## config.mk

```make
export PLATFORM = sky130hd
export DESIGN_NAME = draw_engine_flat
export DESIGN_NICKNAME = d
export VERILOG_FILES = /design/src/rtl/draw_engine_pkg.sv /design/src/rtl/draw_engine_if.sv /design/src/rtl/draw_engine_frame_tick.sv /design/src/rtl/draw_engine.sv /design/src/flat_wrapper.sv
export SDC_FILE = /design/constraint.sdc
export NUM_CORES = 1
export LEC_CHECK = 0
export CAP_MARGIN = 0
export CORE_AREA = 4 4 104 106
export DETAILED_ROUTE_END_ITERATION = 10
export DIE_AREA = 0 0 108 110
export GPL_TIMING_DRIVEN = 0
export PLACE_DENSITY = 0.55
export SYNTH_ARGS = -nofsm -noshare
export SYNTH_HDL_FRONTEND = slang
export SYNTH_SLANG_ARGS = --single-unit
```

## constraint.sdc

```tcl
create_clock -name clock -period 4.6 [get_ports clock]
set_input_delay 0.92 -clock clock [delete_from_list [all_inputs] [get_ports clock]]
set_output_delay 0.92 -clock clock [all_outputs]
set_load 0.02 [all_outputs]
```

## src/rtl/draw_engine_pkg.sv

```systemverilog
// ============================================================================
//  Module   : draw_pkg (package)
//  Purpose  : Shared definitions for the draw engine: default screen size,
//             colour constants, the operation enum and the background
//             colour function used by the bg and clear operations.
//  Revision : 1.0  initial release
// ============================================================================
`default_nettype none

package draw_pkg;

  // Default screen geometry
  localparam int c_screen_w = 160;
  localparam int c_screen_h = 120;

  // Fixed-colour operations
  localparam logic [2:0] c_col_menu = 3'b001;
  localparam logic [2:0] c_col_win  = 3'b110;
  localparam logic [2:0] c_col_car  = 3'b100;

  // Background palette
  localparam logic [2:0] c_col_grass = 3'b010;
  localparam logic [2:0] c_col_line  = 3'b111;
  localparam logic [2:0] c_col_road  = 3'b000;

  // The enum value doubles as the bit index into the done vector
  typedef enum logic [2:0] {
    OP_MENU  = 3'd0,
    OP_BG    = 3'd1,
    OP_CAR   = 3'd2,
    OP_WIN   = 3'd3,
    OP_CLEAR = 3'd4
  } op_e;

  // Grass on both sides, a dashed centre line (8 lines on, 8 off) and
  // black road everywhere else. Coordinates are absolute screen positions.
  function automatic logic [2:0] bg_colour(input logic [7:0] x, input logic [6:0] y);
    logic [2:0] col;
    if (x < 8'd32 || x >= 8'd128) begin
      col = c_col_grass;
    end else if (x >= 8'd78 && x <= 8'd81 && !y[3]) begin
      col = c_col_line;
    end else begin
      col = c_col_road;
    end
    return col;
  endfunction

endpackage

`default_nettype wire

```

## src/rtl/draw_engine_if.sv

```systemverilog
// ============================================================================
//  Module   : draw_engine_if (interface)
//  Purpose  : Control/pixel bundle between the game controller and the draw
//             engine.
//             master : controller side  - drives requests and car origin
//             slave  : engine side      - drives pixel bus, done flags,
//                                         busy and the frame tick
//  Revision : 1.0  initial release
// ============================================================================
`default_nettype none

interface draw_engine_if;

  // Requests (level) and car origin
  logic       draw_menu;
  logic       draw_bg;
  logic       draw_car;
  logic       draw_win;
  logic       clear;
  logic [7:0] car_x;
  logic [6:0] car_y;

  // VGA adapter pixel write
  logic [7:0] x;
  logic [6:0] y;
  logic [2:0] colour;
  logic       plot;

  // Completion / status
  logic       done_menu;
  logic       done_bg;
  logic       done_car;
  logic       done_win;
  logic       done_clear;
  logic       busy;
  logic       oneframe;

  modport master (
    output draw_menu, draw_bg, draw_car, draw_win, clear, car_x, car_y,
    input  x, y, colour, plot,
    input  done_menu, done_bg, done_car, done_win, done_clear, busy, oneframe
  );

  modport slave (
    input  draw_menu, draw_bg, draw_car, draw_win, clear, car_x, car_y,
    output x, y, colour, plot,
    output done_menu, done_bg, done_car, done_win, done_clear, busy, oneframe
  );

endinterface

`default_nettype wire

```

## src/rtl/draw_engine_frame_tick.sv

```systemverilog
// ============================================================================
//  Module   : frame_tick
//  Purpose  : Free-running frame period counter; emits a one-cycle pulse
//             every FRAME_CYCLES clocks, counting from reset release.
//  Ports    : clock    in  1  rising-edge clock
//             reset    in  1  asynchronous active-low reset
//             oneframe out 1  registered frame pulse
//  Revision : 1.0  initial release
// ============================================================================
`default_nettype none

module frame_tick #(
  parameter int FRAME_CYCLES = 833334
) (
  input  wire clock,
  input  wire reset,
  output wire oneframe
);

  localparam int c_cnt_w = (FRAME_CYCLES > 1) ? $clog2(FRAME_CYCLES) : 1;
  localparam logic [c_cnt_w-1:0] c_cnt_last = c_cnt_w'(FRAME_CYCLES - 1);

  logic [c_cnt_w-1:0] r_cnt;
  logic               r_tick;

  always_ff @(posedge clock or negedge reset) begin
    if (!reset) begin
      r_cnt  <= '0;
      r_tick <= 1'b0;
    end else if (r_cnt == c_cnt_last) begin
      r_cnt  <= '0;
      r_tick <= 1'b1;
    end else begin
      r_cnt  <= r_cnt + 1'b1;
      r_tick <= 1'b0;
    end
  end

  assign oneframe = r_tick;

endmodule

`default_nettype wire

```

## src/rtl/draw_engine.sv

```systemverilog
// ============================================================================
//  Module   : draw_engine
//  Purpose  : Rectangle scan engine for a 160x120 VGA adapter. Accepts one
//             level request at a time (menu, bg, car, win, clear), scans its
//             rectangle one pixel per clock in raster order, clips pixels
//             that fall off screen, then holds done_<op> until the request
//             drops (four-phase handshake).
//  Ports    : clock  in   1   rising-edge clock
//             reset  in   1   asynchronous active-low reset
//             bus    slave modport of draw_engine_if:
//                    requests, car_x/car_y in; x/y/colour/plot,
//                    done_*, busy, oneframe out
//  Config   : DRAW_ENGINE_FRAME_TICK_EN - when defined, oneframe pulses every
//             FRAME_CYCLES clocks; otherwise oneframe is tied low.
//  Revision : 1.0  initial release
// ============================================================================
`default_nettype none

module draw_engine
  import draw_pkg::*;
#(
  parameter int SCREEN_W     = c_screen_w,
  parameter int SCREEN_H     = c_screen_h,
  parameter int CAR_W        = 8,
  parameter int CAR_H        = 8,
  parameter int FRAME_CYCLES = 833334
) (
  input  wire          clock,
  input  wire          reset,
  draw_engine_if.slave bus
);

  typedef enum logic [1:0] {
    S_IDLE = 2'd0,
    S_SCAN = 2'd1,
    S_DONE = 2'd2
  } state_e;

  // Extents are stored as "last index" so the wrap test is a plain compare
  localparam logic [7:0] c_scr_w_m1 = 8'(SCREEN_W - 1);
  localparam logic [6:0] c_scr_h_m1 = 7'(SCREEN_H - 1);
  localparam logic [7:0] c_car_w_m1 = 8'(CAR_W - 1);
  localparam logic [6:0] c_car_h_m1 = 7'(CAR_H - 1);

  state_e     r_state;
  op_e        r_op;
  logic [7:0] r_org_x;
  logic [6:0] r_org_y;
  logic [7:0] r_last_cx;
  logic [6:0] r_last_cy;
  logic [7:0] r_cx;
  logic [6:0] r_cy;
  logic [7:0] r_x;
  logic [6:0] r_y;
  logic [2:0] r_colour;
  logic       r_plot;
  logic       r_busy;
  logic [4:0] r_done;

  op_e        w_sel_op;
  logic       w_req_any;
  logic       w_op_req;
  logic [8:0] w_sx;
  logic [7:0] w_sy;
  logic       w_on_screen;
  logic [2:0] w_colour;

  // Fixed priority: clear > car > bg > win > menu
  always_comb begin
    w_sel_op = OP_MENU;
    if (bus.clear)          w_sel_op = OP_CLEAR;
    else if (bus.draw_car)  w_sel_op = OP_CAR;
    else if (bus.draw_bg)   w_sel_op = OP_BG;
    else if (bus.draw_win)  w_sel_op = OP_WIN;
  end

  assign w_req_any = bus.clear | bus.draw_car | bus.draw_bg | bus.draw_win | bus.draw_menu;

  // Request line belonging to the latched operation, used to end DONE
  always_comb begin
    w_op_req = 1'b0;
    case (r_op)
      OP_MENU:  w_op_req = bus.draw_menu;
      OP_BG:    w_op_req = bus.draw_bg;
      OP_CAR:   w_op_req = bus.draw_car;
      OP_WIN:   w_op_req = bus.draw_win;
      OP_CLEAR: w_op_req = bus.clear;
      default:  w_op_req = 1'b0;
    endcase
  end

  // One extra bit of headroom so a car near the right/bottom edge clips
  // instead of wrapping back onto the screen
  assign w_sx        = {1'b0, r_org_x} + {1'b0, r_cx};
  assign w_sy        = {1'b0, r_org_y} + {1'b0, r_cy};
  assign w_on_screen = (w_sx < 9'(SCREEN_W)) && (w_sy < 8'(SCREEN_H));

  always_comb begin
    w_colour = c_col_menu;
    case (r_op)
      OP_MENU:  w_colour = c_col_menu;
      OP_WIN:   w_colour = c_col_win;
      OP_CAR:   w_colour = c_col_car;
      OP_BG,
      OP_CLEAR: w_colour = bg_colour(w_sx[7:0], w_sy[6:0]);
      default:  w_colour = c_col_menu;
    endcase
  end

  always_ff @(posedge clock or negedge reset) begin
    if (!reset) begin
      r_state   <= S_IDLE;
      r_op      <= OP_MENU;
      r_org_x   <= '0;
      r_org_y   <= '0;
      r_last_cx <= '0;
      r_last_cy <= '0;
      r_cx      <= '0;
      r_cy      <= '0;
      r_x       <= '0;
      r_y       <= '0;
      r_colour  <= '0;
      r_plot    <= 1'b0;
      r_busy    <= 1'b0;
      r_done    <= '0;
    end else begin
      case (r_state)
        S_IDLE: begin
          r_plot <= 1'b0;
          r_busy <= 1'b0;
          r_done <= '0;
          if (w_req_any) begin
            r_op  <= w_sel_op;
            r_cx  <= '0;
            r_cy  <= '0;
            if (w_sel_op == OP_CAR || w_sel_op == OP_CLEAR) begin
              r_org_x   <= bus.car_x;
              r_org_y   <= bus.car_y;
              r_last_cx <= c_car_w_m1;
              r_last_cy <= c_car_h_m1;
            end else begin
              r_org_x   <= '0;
              r_org_y   <= '0;
              r_last_cx <= c_scr_w_m1;
              r_last_cy <= c_scr_h_m1;
            end
            r_state <= S_SCAN;
          end
        end

        // Pixel outputs and busy are registered together so busy frames
        // exactly the cycles on which a pixel is presented
        S_SCAN: begin
          r_x      <= w_sx[7:0];
          r_y      <= w_sy[6:0];
          r_colour <= w_colour;
          r_plot   <= w_on_screen;
          r_busy   <= 1'b1;
          if (r_cx == r_last_cx) begin
            r_cx <= '0;
            if (r_cy == r_last_cy) begin
              r_state <= S_DONE;
            end else begin
              r_cy <= r_cy + 1'b1;
            end
          end else begin
            r_cx <= r_cx + 1'b1;
          end
        end

        // First DONE cycle always raises done, so it is visible even if the
        // request was dropped mid-scan; afterwards wait for request low
        S_DONE: begin
          r_plot <= 1'b0;
          r_busy <= 1'b0;
          if (r_done == '0) begin
            r_done <= 5'd1 << r_op;
          end else if (!w_op_req) begin
            r_done  <= '0;
            r_state <= S_IDLE;
          end
        end

        default: begin
          r_state <= S_IDLE;
        end
      endcase
    end
  end

  assign bus.x          = r_x;
  assign bus.y          = r_y;
  assign bus.colour     = r_colour;
  assign bus.plot       = r_plot;
  assign bus.busy       = r_busy;
  assign bus.done_menu  = r_done[0];
  assign bus.done_bg    = r_done[1];
  assign bus.done_car   = r_done[2];
  assign bus.done_win   = r_done[3];
  assign bus.done_clear = r_done[4];

`ifdef DRAW_ENGINE_FRAME_TICK_EN
  wire w_oneframe;

  frame_tick #(
    .FRAME_CYCLES (FRAME_CYCLES)
  ) u_frame_tick (
    .clock    (clock),
    .reset    (reset),
    .oneframe (w_oneframe)
  );

  assign bus.oneframe = w_oneframe;
`else
  assign bus.oneframe = 1'b0;
`endif

endmodule

`default_nettype wire

```

## src/flat_wrapper.sv

```systemverilog
// flat-port wrapper written by rule: the top's interface ports become plain ports
module draw_engine_flat import draw_pkg::*;
#(
  parameter int SCREEN_W     = c_screen_w,
  parameter int SCREEN_H     = c_screen_h,
  parameter int CAR_W        = 8,
  parameter int CAR_H        = 8,
  parameter int FRAME_CYCLES = 833334
)
  (clock, reset, bus_draw_menu, bus_draw_bg, bus_draw_car, bus_draw_win, bus_clear, bus_car_x, bus_car_y, bus_x, bus_y, bus_colour, bus_plot, bus_done_menu, bus_done_bg, bus_done_car, bus_done_win, bus_done_clear, bus_busy, bus_oneframe);
  draw_engine_if bus_i ();
  input  wire clock;
  input  wire reset;
  input wire logic [$bits(bus_i.draw_menu)-1:0] bus_draw_menu;
  input wire logic [$bits(bus_i.draw_bg)-1:0] bus_draw_bg;
  input wire logic [$bits(bus_i.draw_car)-1:0] bus_draw_car;
  input wire logic [$bits(bus_i.draw_win)-1:0] bus_draw_win;
  input wire logic [$bits(bus_i.clear)-1:0] bus_clear;
  input wire logic [$bits(bus_i.car_x)-1:0] bus_car_x;
  input wire logic [$bits(bus_i.car_y)-1:0] bus_car_y;
  output wire logic [$bits(bus_i.x)-1:0] bus_x;
  output wire logic [$bits(bus_i.y)-1:0] bus_y;
  output wire logic [$bits(bus_i.colour)-1:0] bus_colour;
  output wire logic [$bits(bus_i.plot)-1:0] bus_plot;
  output wire logic [$bits(bus_i.done_menu)-1:0] bus_done_menu;
  output wire logic [$bits(bus_i.done_bg)-1:0] bus_done_bg;
  output wire logic [$bits(bus_i.done_car)-1:0] bus_done_car;
  output wire logic [$bits(bus_i.done_win)-1:0] bus_done_win;
  output wire logic [$bits(bus_i.done_clear)-1:0] bus_done_clear;
  output wire logic [$bits(bus_i.busy)-1:0] bus_busy;
  output wire logic [$bits(bus_i.oneframe)-1:0] bus_oneframe;
  assign bus_i.draw_menu = bus_draw_menu;
  assign bus_i.draw_bg = bus_draw_bg;
  assign bus_i.draw_car = bus_draw_car;
  assign bus_i.draw_win = bus_draw_win;
  assign bus_i.clear = bus_clear;
  assign bus_i.car_x = bus_car_x;
  assign bus_i.car_y = bus_car_y;
  assign bus_x = bus_i.x;
  assign bus_y = bus_i.y;
  assign bus_colour = bus_i.colour;
  assign bus_plot = bus_i.plot;
  assign bus_done_menu = bus_i.done_menu;
  assign bus_done_bg = bus_i.done_bg;
  assign bus_done_car = bus_i.done_car;
  assign bus_done_win = bus_i.done_win;
  assign bus_done_clear = bus_i.done_clear;
  assign bus_busy = bus_i.busy;
  assign bus_oneframe = bus_i.oneframe;
  draw_engine #(.SCREEN_W(SCREEN_W), .SCREEN_H(SCREEN_H), .CAR_W(CAR_W), .CAR_H(CAR_H), .FRAME_CYCLES(FRAME_CYCLES)) u_core (.clock(clock), .reset(reset), .bus(bus_i));
endmodule
```

==> results of run 1 <==
-- synthesized netlist by cell type, types with 4 or more instances --
cell / instances
o31ai_1: 6
inv_1: 11
nand3_1: 9
dfrtp_1: 62
clkbuf_1: 9
nor2_1: 27
nand2_1: 49
a22o_1: 16
xor2_1: 8
nor3_1: 4
a21oi_1: 6
nor2b_1: 5
ha_1: 17
o21ai_0: 37
nand2b_1: 5
and2_1: 4
nand4_1: 5
-- layout by cell type (no fill, tap or decap), types with 4 or more instances in the layout --
| cell | n |
|---|---|
| a22o_1 | 16 |
| and2_1 | 4 |
| nor2b_1 | 5 |
| o21ai_0 | 37 |
| nand3_1 | 9 |
| xor2_1 | 8 |
| nor3_1 | 4 |
| nand2b_1 | 5 |
| o31ai_1 | 6 |
| nand4_1 | 5 |
| clkbuf_8 | 12 |
| ha_1 | 17 |
| clkdlybuf4s50_1 | 45 |
| clkbuf_1 | 12 |
| dfrtp_1 | 62 |
| nand2_1 | 49 |
| a21oi_1 | 6 |
| nor2_1 | 27 |
| inv_1 | 11 |
-- cells by family (layout without fill, tap and decap cells) --
logic type,count (synthesis),count (layout),share of synthesized area
mux,4,4,0.0155
flops,62,62,0.456
xor+xnor,11,11,0.0283
other cells,1,1,0.00110
fa+ha+maj,19,19,0.0743
compound gates,98,98,0.206
buf+inv,24,85,0.0320
simple gates,130,130,0.187
-- state kept, by name, indices dropped and copies added (netlist names) --
name               cells
u_core.bus.busy        1
u_core.bus.colour      3
u_core.bus.plot        1
u_core.bus.x           8
u_core.bus.y           7
u_core.r_cx            8
u_core.r_cy            7
u_core.r_done          5
u_core.r_last_cx       2
u_core.r_op            3
u_core.r_org_x         8
u_core.r_org_y         7
u_core.r_state         2
-- stage by stage --
| stage | power, mW | std cells | hold WS [ps] | setup WS, ps | utilization |
|---|---|---|---|---|---|
| after floorplan | 1.75 | 349 | 477 | 2080 | - |
| after global placement | 2.19 | 528 | 461 | 499 | 0.412 |
| after detailed placement | 2.21 | 528 | 463 | 1150 | 0.412 |
| after CTS | 2.65 | 543 | 479 | 1520 | 0.429 |
| after global routing | 2.84 | 543 | 506 | 1290 | 0.429 |
| final | 2.62 | 543 | 471 | 1490 | 0.429 |
-- layout make-up --
cell class	instances	share of cell area
plain buffers	13	0.0161
clock buffers	14	0.0388
clock inverters	1	0.00119
inverters	11	0.00985
multi-input cells	263	0.415
flip-flops and latches	62	0.370
well taps	133	0.0397
repair buffers	46	0.109
-- where the power goes --
group	switching (mW)	internal [mW]
sequential	0.158	0.735
combinational	0.737	0.561
clock	0.210	0.222
-- metal layers --
layer	global-route usage	routed length, µm
met1	0.212	4160
met2	0.232	3840
met3	0.0239	335
met4	0.0622	158
met5	0	0
-- worst max path at each step --
stage	cells past startpoint	endpoint	startpoint
floorplan	9	u_core.bus.colour[1]$_DFFE_PN0P_	u_core.r_cx[0]$_DFFE_PN0P_
global placement	1	u_core.bus.y[2]$_DFFE_PN0P_	reset
detailed placement	5	u_core.r_org_x[6]$_DFFE_PN0P_	bus_clear
CTS	5	u_core.r_org_x[6]$_DFFE_PN0P_	bus_clear
global route	5	u_core.r_org_x[5]$_DFFE_PN0P_	bus_clear
finish	5	u_core.r_org_x[6]$_DFFE_PN0P_	bus_clear
-- tightest hold or removal path, stage by stage (launching register included) --
cell and delay (ps):
dfrtp_1 340, nand2_1 50, nand2_1 50
==> flow_summary.toml, run 1 <==
[status]
status = "finished clean"

[yosys]
yosysWarnings = 0
synth_nets = 390
postSynthAreaPerCell_um2 = 9.74
synthArstFlopShare = 1.00
synth.top_cell.area_share = 0.456
synthFlopType = "dfrtp_1"
synthesis.area_mm2 = 0.00340
synth_cell_types = 57
synth-seq-area-share = 0.456
synth_largest_area_cell = "dfrtp_1"
synthTopCellsByArea = "dfrtp_1 46%, ha_1 6.3%, o21ai_0 5.4%"
syn_inst = 349
synth_seq_cells = 62
synth_edf_count = 0

[layout]
final_nets = 447
stdcell_area_mm2 = 0.00419
nFillCells = 976
drive_above_1_share = 0.0756
area_growth_pct = 23.3
regArea_mm2 = 0.00155
n_antenna_cell = 0
multi_input_area_mm2 = 0.00174

[floorplanning]
initial_core_util = 0.348
num_rows = 36
die-area_mm2 = 0.0119
core_mm2 = 0.00977
die_w_um = 108
ioPinCount = 48
die-height_um = 110

[clock_tree]
cts_buffers = 9
htreeDepth = 3
cts.clk_slew.worst_paths_ps = 70
clockRootBuffer = "clkbuf_8"
clock_latency_ps = 340
cts_tree = "done"
hold_buffers = 0
postCtsResizedCells = 0
cts_sinks = 62
cts_setup_buffers = 0
clock_path_buffers = 2

[job]
maxCapViolations = 0

[critical_path]
end_kind = "register"
path_max_fanout = 10
slowest_delay_ps = 850
reg2reg_from = "u_core.r_cx[0]$_DFFE_PN0P_"
crit_family = "compound AO/OA/AOI/OAI gates"
critPathKind = "input pin to register"
r2r_slack_ps = 1620
worstPathArrival_ps = 3390
crit_required_ps = 4880
critPathBufInv = 2
regToRegEndpoint = "u_core.bus.colour[1]$_DFFE_PN0P_"
path_cells = "clkdlybuf4s50_1, or2_0, o41ai_2, clkbuf_1, a22o_1"
startpoint_type = "input pin"
ff2ff_path_depth = 9
slowest_stage = "o41ai_2"

[grt]
antenna_found_initial = 0
grt_pass1_vias = 2617
grt_overflow = 0
grt_max_degree = 63
grt_pass1_wl_mm = 13.7
grt_usage = 0.151

[timing]
drv_slew = 0
fin_crit_ps = 3110
fin_tns_setup_ps = 0
hold_violations = 0
fin_skew_ps = 7.12
fmax_mhz = 321
relSlewSlack = 0.305
finalSetupViolCount = 0
fin_crit_sh = 0.676
worstMarginPinSlew_ps = 1030
rsz0062_at_grt = "no"

[routing]
wl_per_cell_um = 15.6
totalWireLength_mm = 8.49
dr.first_iter.drc_count = 110
via_count = 2775
drtAntennaViolNets = 0
dr.pass1.iters = 5
drc = 0
via_per_inst = 5.11

[placement]
gp_congestion = 0.805
placedInstanceArea_mm2 = 0.00403
dp_hpwl_mm = 6.32
io_buffers = 46

[power_and_ir_drop]
vdd_drop_max_mv = 0.210
power_leakage_nw = 1.84
power_density_mw_per_mm2 = 626

[hold_path]
min_path_cells = 2
min_to = "u_core.bus.x[5]$_DFFE_PN0P_"
hold_path_class = "register to register"
min_from = "u_core.bus.x[5]$_DFFE_PN0P_"
Power figures use the tool's default switching activity.
==> inputs of run 2 (changes only) <==
PLACE_DENSITY = 0.57   (was 0.55)
clock period = 2.65 ns   (was 4.6 ns; I/O delays follow)
==> flow_summary.toml, run 2 (synthesis gave the netlist of run 1 again) <==
[layout]
area_growth_pct = 28.4
layout_commonest_cell = "dfrtp_1"
mostFrequentLayoutCells = "60 x dfrtp_1, 49 x nand2_1, 45 x clkdlybuf4s50_1"
nFillCells = 970
drive_above_1_share = 0.126
final_nets = 456
n_antenna_cell = 0
largestRegisters = "u_core.bus.x: 8 flops, u_core.r_cx: 8 flops, u_core.r_org_x: 8 flops"

[floorplanning]
die-area_mm2 = 0.0119
initial_core_util = 0.348
die_w_um = 108
num_rows = 36
core_mm2 = 0.00977
ioPinCount = 48
die-height_um = 110

[timing]
drv_slew = 0
fin_crit_sh = 0.944
hold_violations = 0
finalSetupViolCount = 0
fin_skew_ps = 11.6
fin_crit_ps = 2500
relSlewSlack = 0.478
finalWorstSetupSlack_ps = 148
fmax_mhz = 400
worstMarginPinSlew_ps = 783

[power_and_ir_drop]
power_leakage_nw = 1.91
vdd_drop_max_mv = 0.372
power_density_mw_per_mm2 = 1120
power.total_mw = 4.87

[routing]
dr.first_iter.drc_count = 97
via_per_inst = 5.08
drc = 0
drtAntennaViolNets = 0
via_count = 2810
wl_per_cell_um = 15.5
dr.pass1.iters = 4
totalWireLength_mm = 8.59

[clock_tree]
cts.clk_slew.worst_paths_ps = 70
cts_buffers = 9
cts_tree = "done"
clockRootBuffer = "clkbuf_8"
clock_path_buffers = 2
hold_buffers = 0
cts_sinks = 62
clock_latency_ps = 340
htreeDepth = 3

[critical_path]
regToRegEndpoint = "u_core.bus.colour[2]$_DFFE_PN0P_"
reg2reg_from = "u_core.r_cx[0]$_DFFE_PN0P_"
critPathKind = "register to register"
crit_required_ps = 2920
slowest_delay_ps = 450
path_max_fanout = 4
ff2ff_path_depth = 10
startpoint_type = "register"
path_cells = "ha_4, fa_2, a211oi_2, buf_4, nor2_1, xnor2_1, mux2i_1, and4_1, o21ai_0, a31oi_1"
r2r_slack_ps = 150
slowest_stage = "dfrtp_2"
worstPathArrival_ps = 2770
end_kind = "register"

[grt]
antenna_found_initial = 0
grt_pass1_wl_mm = 14.2
grt_usage = 0.155
grt_pass1_vias = 2741
grt_overflow = 0
gr-usage-met2 = 0.245
use_met1 = 0.210
top_usage_layer = "met2"
grt_max_degree = 63
globalRouteMet3Util = 0.0245

[placement]
gp_congestion = 0.802
pre_cts_slack_ps = -295
dp_hpwl_mm = 6.36
io_buffers = 46

[job]
maxCapViolations = 0

[status]
status = "finished clean"

[hold_path]
hold_path_class = "input pin to asynchronous set/reset pin"
==> run 2: worst max-delay path by stage <==
stage | start | to | slack (ps) | cells past startpoint
finish | u_core.r_cx[0]$_DFFE_PN0P_ | u_core.bus.colour[2]$_DFFE_PN0P_ | 150 | 10
global route | u_core.r_cx[0]$_DFFE_PN0P_ | u_core.bus.colour[2]$_DFFE_PN0P_ | -7 | 10
CTS | u_core.r_cx[1]$_DFFE_PN0P_ | u_core.bus.colour[1]$_DFFE_PN0P_ | -0.5 | 8
detailed placement | u_core.r_cx[0]$_DFFE_PN0P_ | u_core.bus.colour[1]$_DFFE_PN0P_ | -300 | 9
floorplan | u_core.r_cx[0]$_DFFE_PN0P_ | u_core.bus.colour[1]$_DFFE_PN0P_ | 130 | 9
global placement | reset | u_core.bus.y[1]$_DFFE_PN0P_ | -1030 | 1
==> run 2: cell type report <==
| cell class | count | area (µm²) | area share |
|---|---|---|---|
| flip-flops and latches | 62 | 1550 | 0.356 |
| multi-input cells | 263 | 1810 | 0.415 |
| clock buffers | 12 | 155 | 0.0355 |
| clock inverters | 4 | 45.0 | 0.0103 |
| inverters | 11 | 41.3 | 0.00946 |
| well taps | 133 | 166 | 0.0381 |
| plain buffers | 13 | 67.6 | 0.0155 |
| repair buffers | 55 | 526 | 0.120 |
==> run 2: metrics by stage <==
step | util | cell area [µm²] | setup TNS (ps) | std cells | hold slack [ps]
floorplan | - | 3400 | 0 | 349 | 234
CTS | 0.435 | 4260 | -0.473 | 545 | 293
global route | 0.447 | 4370 | -14.1 | 553 | 330
finish | 0.447 | 4370 | 0 | 553 | 269
detailed placement | 0.412 | 4030 | -3980 | 528 | 463
global placement | 0.412 | 4030 | -67090 | 528 | 459
==> run 2: what timing repair did <==
action,CTS,global route
endpoints found under the setup margin,4,8
pin swaps,1,10
setup buffers,1,8
gates resized for setup,7,10
==> run 2: where the power goes <==
group | switching [mW] | internal (mW) | total, mW
logic | 1.36 | 1.12 | 2.47
clock network | 0.365 | 0.481 | 0.846
registers | 0.277 | 1.28 | 1.56
total | 2.00 | 2.88 | 4.87
==> run 2: layer usage <==
| metal | wire (µm) | part of all wire |
|---|---|---|
| met1 | 4050 | 0.47 |
| met2 | 4080 | 0.48 |
| met3 | 245 | 0.029 |
| met4 | 214 | 0.025 |
| met5 | 0 | 0 |
==> run 2: worst max-delay path: cells and delay by family, from the launching register on <==
| kind | cells | cell delay [ps] |
|---|---|---|
| and+or+nand+nor | 2 | 270 |
| adders and majority gates | 2 | 550 |
| muxes | 1 | 260 |
| AOI/OAI and AO/OA | 3 | 520 |
| buffers and inverters | 1 | 150 |
| DFF | 1 | 450 |
| xor gates and xnor gates | 1 | 230 |
